## config.mk

```make
export PLATFORM = sky130hd
export DESIGN_NAME = seq_multiplier_flat
export DESIGN_NICKNAME = d
export VERILOG_FILES = /design/src/rtl/seq_multiplier_if.sv /design/src/rtl/seq_multiplier.sv /design/src/flat_wrapper.sv
export SDC_FILE = /design/constraint.sdc
export NUM_CORES = 1
export LEC_CHECK = 0
export BUFFER_PORTS_ARGS = -buffer_cell sky130_fd_sc_hd__buf_2
export CAP_MARGIN = 20
export CORE_MARGIN = 1.5
export CORE_UTILIZATION = 60
export CTS_CLUSTER_SIZE = 28
export DETAILED_ROUTE_END_ITERATION = 16
export MAX_ROUTING_LAYER = met4
export PLACE_DENSITY = 0.83
export SYNTH_ARGS = -nofsm -noshare
export SYNTH_HDL_FRONTEND = slang
export SYNTH_SLANG_ARGS = --single-unit
```

## constraint.sdc

```tcl
create_clock -name clk -period 6.1 [get_ports clk]
set_clock_uncertainty 0.1 [all_clocks]
set_input_delay 0.305 -clock clk [delete_from_list [all_inputs] [get_ports clk]]
set_output_delay 0.305 -clock clk [all_outputs]
set_load 0.1 [all_outputs]
```

## src/rtl/seq_multiplier_if.sv

```systemverilog
// Operand/result bundle for the sequential shift-add multiplier.
// Latency: none, wires only.
// Backpressure: none; the requester watches busy/done.
interface seq_multiplier_if #(
  parameter int WIDTH = 32
);
  logic                 start;
  logic                 sign_mode;
  logic [WIDTH-1:0]     a;
  logic [WIDTH-1:0]     b;
  logic [2*WIDTH-1:0]   p;
  logic                 busy;
  logic                 done;

  // Requester side: issues operands, observes the result.
  modport master (
    output start, sign_mode, a, b,
    input  p, busy, done
  );

  // Multiplier side: samples operands, drives the result.
  modport slave (
    input  start, sign_mode, a, b,
    output p, busy, done
  );
endinterface

```

## src/rtl/seq_multiplier.sv

```systemverilog
// Sequential radix-2 shift-add multiplier, unsigned or two's-complement.
// Latency: done pulses WIDTH+2 edges after the accepting edge; back-to-back period WIDTH+3.
// Backpressure: start is ignored while busy; nothing is queued.
module seq_multiplier #(
  parameter int WIDTH = 32
) (
  input  logic           clk,
  input  logic           rst,
  seq_multiplier_if.slave mif
);
  localparam int CW = $clog2(WIDTH + 1);

  typedef enum logic [1:0] {
    IDLE = 2'd0,
    CALC = 2'd1,
    FIX  = 2'd2,
    DONE = 2'd3
  } state_t;

  state_t               state_q, state_d;
  logic [2*WIDTH-1:0]   prod_q, prod_d;
  logic [WIDTH-1:0]     mcand_q, mcand_d;
  logic [CW-1:0]        cnt_q, cnt_d;
  logic                 neg_q, neg_d;
  logic                 done_q, done_d;
  logic                 busy;

  logic [WIDTH-1:0]     a_mag;
  logic [WIDTH-1:0]     b_mag;
  logic [WIDTH:0]       sum;
  logic [2*WIDTH:0]     shift_in;

  // State register; reset drops any operation in flight.
  always_ff @(posedge clk or posedge rst) begin
    if (rst) state_q <= IDLE;
    else     state_q <= state_d;
  end

  // Next-state: one CALC cycle per operand bit, then sign fix-up and completion.
  always_comb begin
    state_d = state_q;
    case (state_q)
      IDLE:    if (mif.start) state_d = CALC;
      CALC:    if (cnt_q == CW'(1)) state_d = FIX;
      FIX:     state_d = DONE;
      DONE:    state_d = IDLE;
      default: state_d = IDLE;
    endcase
  end

  // Outputs derived from state: busy covers every non-idle state.
  always_comb begin
    busy = (state_q != IDLE);
  end

  // Operand magnitudes; the most negative value maps to 2^(WIDTH-1), which fits unsigned.
  always_comb begin
    a_mag = (mif.sign_mode && mif.a[WIDTH-1]) ? (~mif.a + 1'b1) : mif.a;
    b_mag = (mif.sign_mode && mif.b[WIDTH-1]) ? (~mif.b + 1'b1) : mif.b;
  end

  // One shift-add step: conditional add into the high half keeping the carry, then shift right.
  always_comb begin
    sum      = {1'b0, prod_q[2*WIDTH-1:WIDTH]} + (prod_q[0] ? {1'b0, mcand_q} : '0);
    shift_in = {sum, prod_q[WIDTH-1:0]};
  end

  // Datapath next-state: load on accept, iterate in CALC, negate in FIX, hold otherwise.
  always_comb begin
    prod_d  = prod_q;
    mcand_d = mcand_q;
    cnt_d   = cnt_q;
    neg_d   = neg_q;
    done_d  = (state_q == DONE);
    case (state_q)
      IDLE: begin
        if (mif.start) begin
          prod_d  = {{WIDTH{1'b0}}, b_mag};
          mcand_d = a_mag;
          cnt_d   = CW'(WIDTH);
          neg_d   = mif.sign_mode & (mif.a[WIDTH-1] ^ mif.b[WIDTH-1]);
        end
      end
      CALC: begin
        prod_d = shift_in[2*WIDTH:1];
        cnt_d  = cnt_q - 1'b1;
      end
      FIX: begin
        // Negating zero yields zero, so a zero product never comes out negative.
        if (neg_q) prod_d = ~prod_q + 1'b1;
      end
      default: ;
    endcase
  end

  // Datapath registers; done is registered so it lands in the cycle after DONE.
  always_ff @(posedge clk or posedge rst) begin
    if (rst) begin
      prod_q  <= '0;
      mcand_q <= '0;
      cnt_q   <= '0;
      neg_q   <= 1'b0;
      done_q  <= 1'b0;
    end else begin
      prod_q  <= prod_d;
      mcand_q <= mcand_d;
      cnt_q   <= cnt_d;
      neg_q   <= neg_d;
      done_q  <= done_d;
    end
  end

  assign mif.p    = prod_q;
  assign mif.busy = busy;
  assign mif.done = done_q;
endmodule

```

## src/flat_wrapper.sv

```systemverilog
// flat-port wrapper written by rule: the top's interface ports become plain ports
module seq_multiplier_flat 
#(
  parameter int WIDTH = 32
)
  (clk, rst, mif_start, mif_sign_mode, mif_a, mif_b, mif_p, mif_busy, mif_done);
  seq_multiplier_if #(.WIDTH(WIDTH)) mif_i ();
  input  logic clk;
  input  logic rst;
  input wire logic [$bits(mif_i.start)-1:0] mif_start;
  input wire logic [$bits(mif_i.sign_mode)-1:0] mif_sign_mode;
  input wire logic [$bits(mif_i.a)-1:0] mif_a;
  input wire logic [$bits(mif_i.b)-1:0] mif_b;
  output wire logic [$bits(mif_i.p)-1:0] mif_p;
  output wire logic [$bits(mif_i.busy)-1:0] mif_busy;
  output wire logic [$bits(mif_i.done)-1:0] mif_done;
  assign mif_i.start = mif_start;
  assign mif_i.sign_mode = mif_sign_mode;
  assign mif_i.a = mif_a;
  assign mif_i.b = mif_b;
  assign mif_p = mif_i.p;
  assign mif_busy = mif_i.busy;
  assign mif_done = mif_i.done;
  seq_multiplier #(.WIDTH(WIDTH)) u_core (.clk(clk), .rst(rst), .mif(mif_i));
endmodule
```

==> qor.yml <==
path_class: "flip-flop to flip-flop"
vias: 9576
initial_core_util: 0.621
syn_area_um2: 9120
critPathSlowestCell: "dfrtp_1"
num_antenna_cells: 0
ctsHoldBuffers: 0
grt_util_met3: 0.0565
die_area_um2: 16000
yosysTopAreaCell: "dfrtp_1"
dp.cells: 1461
antenna_found_initial: 0
synth_commonest_cells: "143 x nand2_1, 132 x o21ai_0, 106 x dfrtp_1, 93 x a21oi_1, 81 x nor2_1"
fin_cells: 1476
wirelength_mm: 26.0
synth-edff-count: 0
yosysMostFrequentCell: "nand2_1"
synth.area.mux_share: 0.00439
start_kind: "flip-flop"
gr-usage-met2: 0.533
maxCapViolations: 0
worstReg2RegStart: "u_core.mif.p[0]$_DFFE_PP0P_"
rows: 44
max_freq_mhz: 238
cpPeakStageDelay_ps: 710
drcViolationCount: 0
drtIter0Drc: 803
dieHeight_um: 126
synth_area_per_cell_um2: 7.62
rsz0062_at_grt: "no"
ys_top_cells_by_area: "dfrtp_1 29%, o21ai_0 7.2%, nand2_1 5.9%"
timing.rr.end: "u_core.mif.p[18]$_DFFE_PP0P_"
cts_resized: 0
syn_inst: 1197
worstSetupStartpoint: "u_core.mif.p[0]$_DFFE_PP0P_"
synth_top_family_by_area: "compound AO/OA/AOI/OAI gates"
slew_headroom: 0.305
synthArstFlopShare: 1.00
drive_gt1_frac: 0.137
leakage_uw: 0.00453
synth_fa_ha_area_frac: 0.0584
overflow: 0
vias_per_cell: 6.49
die_width_um: 126
clk_latency_ps: 360
postCtsSetupBuffers: 0
cp.required_ps: 6240
grtUsageTotal: 0.344
clk_path_buf_depth: 2
num-nets-final: 1398
worstMarginPinSlew_ps: 1040
power_density_nw_per_um2: 568
core_area_um2: 14700
fin_crit_ps: 4200
grt_pass1_vias: 8808
area_delta_synth_final_pct: 11.4
dp_slack_ps: 1950
period_share: 0.689
synth_compound_area_frac: 0.259
ys_seq_elements: 106
critPathArrivalTime_ps: 4340
timing.final.ws_setup_ps: 1900
cts-buffers-inserted: 9
setup_viol: 0
wl_per_cell_um: 17.6
critPathCaptureType: "flip-flop"
synth_top_area_share: 0.291
hold_ws_ps: 9.06
dr.pass1.iters: 6
path_max_fanout: 37
gp_congestion: 1.02
worstRegToRegCells: 10
yosys.area_share.xor_xnor: 0.0864
outcome: "finished, final reports clean"
use_met1: 0.464
drv_slew: 0
hpwlAfterDp_mm: 19.2
crit_chain: "inv_1 -> ha_1 -> or3b_1 -> or4_1 -> or3_4 -> or3_4 -> or3_1 -> or4_1 -> a21oi_1 -> a211oi_1"
power_uw: 5770
grt_max_degree: 68
hp-class: "primary input to async pin"
final_hold_viol_count: 0
yosysSeqAreaShare: 0.291
cts.sinks: 106
synth.net_count: 1307
num_io_pins: 134
ys_types: 59
irDropWorstVdd_uv: 430
synth_ff_type: "dfrtp_1"
busiest_layer: "met2"
critPathCapture: "u_core.mif.p[18]$_DFFE_PP0P_"
fin_tns_setup_ps: 0
cts_root_buffer: "clkbuf_16"
io_buffers: 133
cts_tree: "done"
synthSimpleGateAreaFrac: 0.258
clkSlewWorstSetupHoldPaths_ps: 80
antenna_left: 0
regToRegSetupSlack_ps: 1900
synth_warnings: 0
grt_pass1_wl_mm: 43.5
cts-htree-levels: 3
[state kept, by name, summed over array words and instances (netlist names)]
name / count
u_core.neg_q: 1
u_core.mif.p: 64
u_core.mif.done: 1
u_core.cnt_q: 6
u_core.mcand_q: 32
u_core.state_q: 2
[final cells by class]
class / count / area [um2]
Multi-Input combinational cell: 989 / 6090
Fill cell: 1254 / 4530
Sequential cell: 106 / 2650
Timing Repair Buffer: 146 / 763
Tap cell: 184 / 230
Clock buffer: 9 / 225
Inverter: 36 / 138
Clock inverter: 6 / 66.3
[critical path, delay by kind of cell, from the launching register on]
family | cells | cell delay (ps)
AOI/OAI and AO/OA | 2 | 210
adders and majority gates | 1 | 210
and+or+nand+nor | 6 | 2610
DFF | 1 | 710
buffers and inverters | 1 | 230
[through the flow]
stage          cell area, um2   util
3_3_place_gp             9870  0.672
4_1_cts                 10200  0.692
3_5_place_dp             9870  0.672
5_1_grt                 10200  0.692
2_1_floorplan            9120      -
6_report                10200  0.692
[worst min-delay path by stage]
| stage | start | to | slack, ps | cells after the start |
|---|---|---|---|---|
| final | rst | u_core.mcand_q[1]$_DFFE_PP0P_ | 9 | 2 |
| after global routing | rst | u_core.mcand_q[1]$_DFFE_PP0P_ | 80 | 2 |
| after CTS | rst | u_core.mcand_q[1]$_DFFE_PP0P_ | 40 | 2 |
| after detailed placement | u_core.mcand_q[24]$_DFFE_PP0P_ | u_core.mcand_q[24]$_DFFE_PP0P_ | 360 | 2 |
| after global placement | u_core.neg_q$_DFFE_PP0P_ | u_core.neg_q$_DFFE_PP0P_ | 350 | 2 |
| after floorplan | mif_sign_mode | u_core.neg_q$_DFFE_PP0P_ | 340 | 2 |
[power breakdown]
group	switching, uW	internal, uW
Clock	278	317
Combinational	2750	1010
Sequential	403	1010
Total	3430	2340
[metal layers]
layer  part of all wire  wire [um]
met4              0.026        673
met5                  0          0
met1               0.44      11500
met3              0.081       2110
met2               0.45      11700
[placed cells by master (no fill, tap or decap), types with 8 or more instances in the layout]
cell	n
nand2_1	143
buf_2	133
o21ai_0	132
dfrtp_1	106
a21oi_1	93
nor2_1	81
nor3_1	52
xnor2_1	46
xor2_1	44
ha_1	40
and2_1	39
inv_1	35
nand3_1	26
a21o_1	26
or3_1	23
a31oi_1	22
nor4_1	20
nand2b_1	19
o31ai_1	19
or4_1	13
buf_4	13
a211oi_1	12
a22oi_1	11
o311ai_0	9
o41ai_1	9
clkbuf_16	9
and3_1	8
[kinds of logic (layout without fill, tap and decap cells)]
kind of cell | Yosys count | count (layout)
simple gates | 468 | 468
buf+inv | 102 | 197
mux | 4 | 4
compound gates | 385 | 385
xor+xnor | 90 | 90
fa+ha+maj | 42 | 42
flops | 106 | 106
Power figures use the tool's default switching activity.
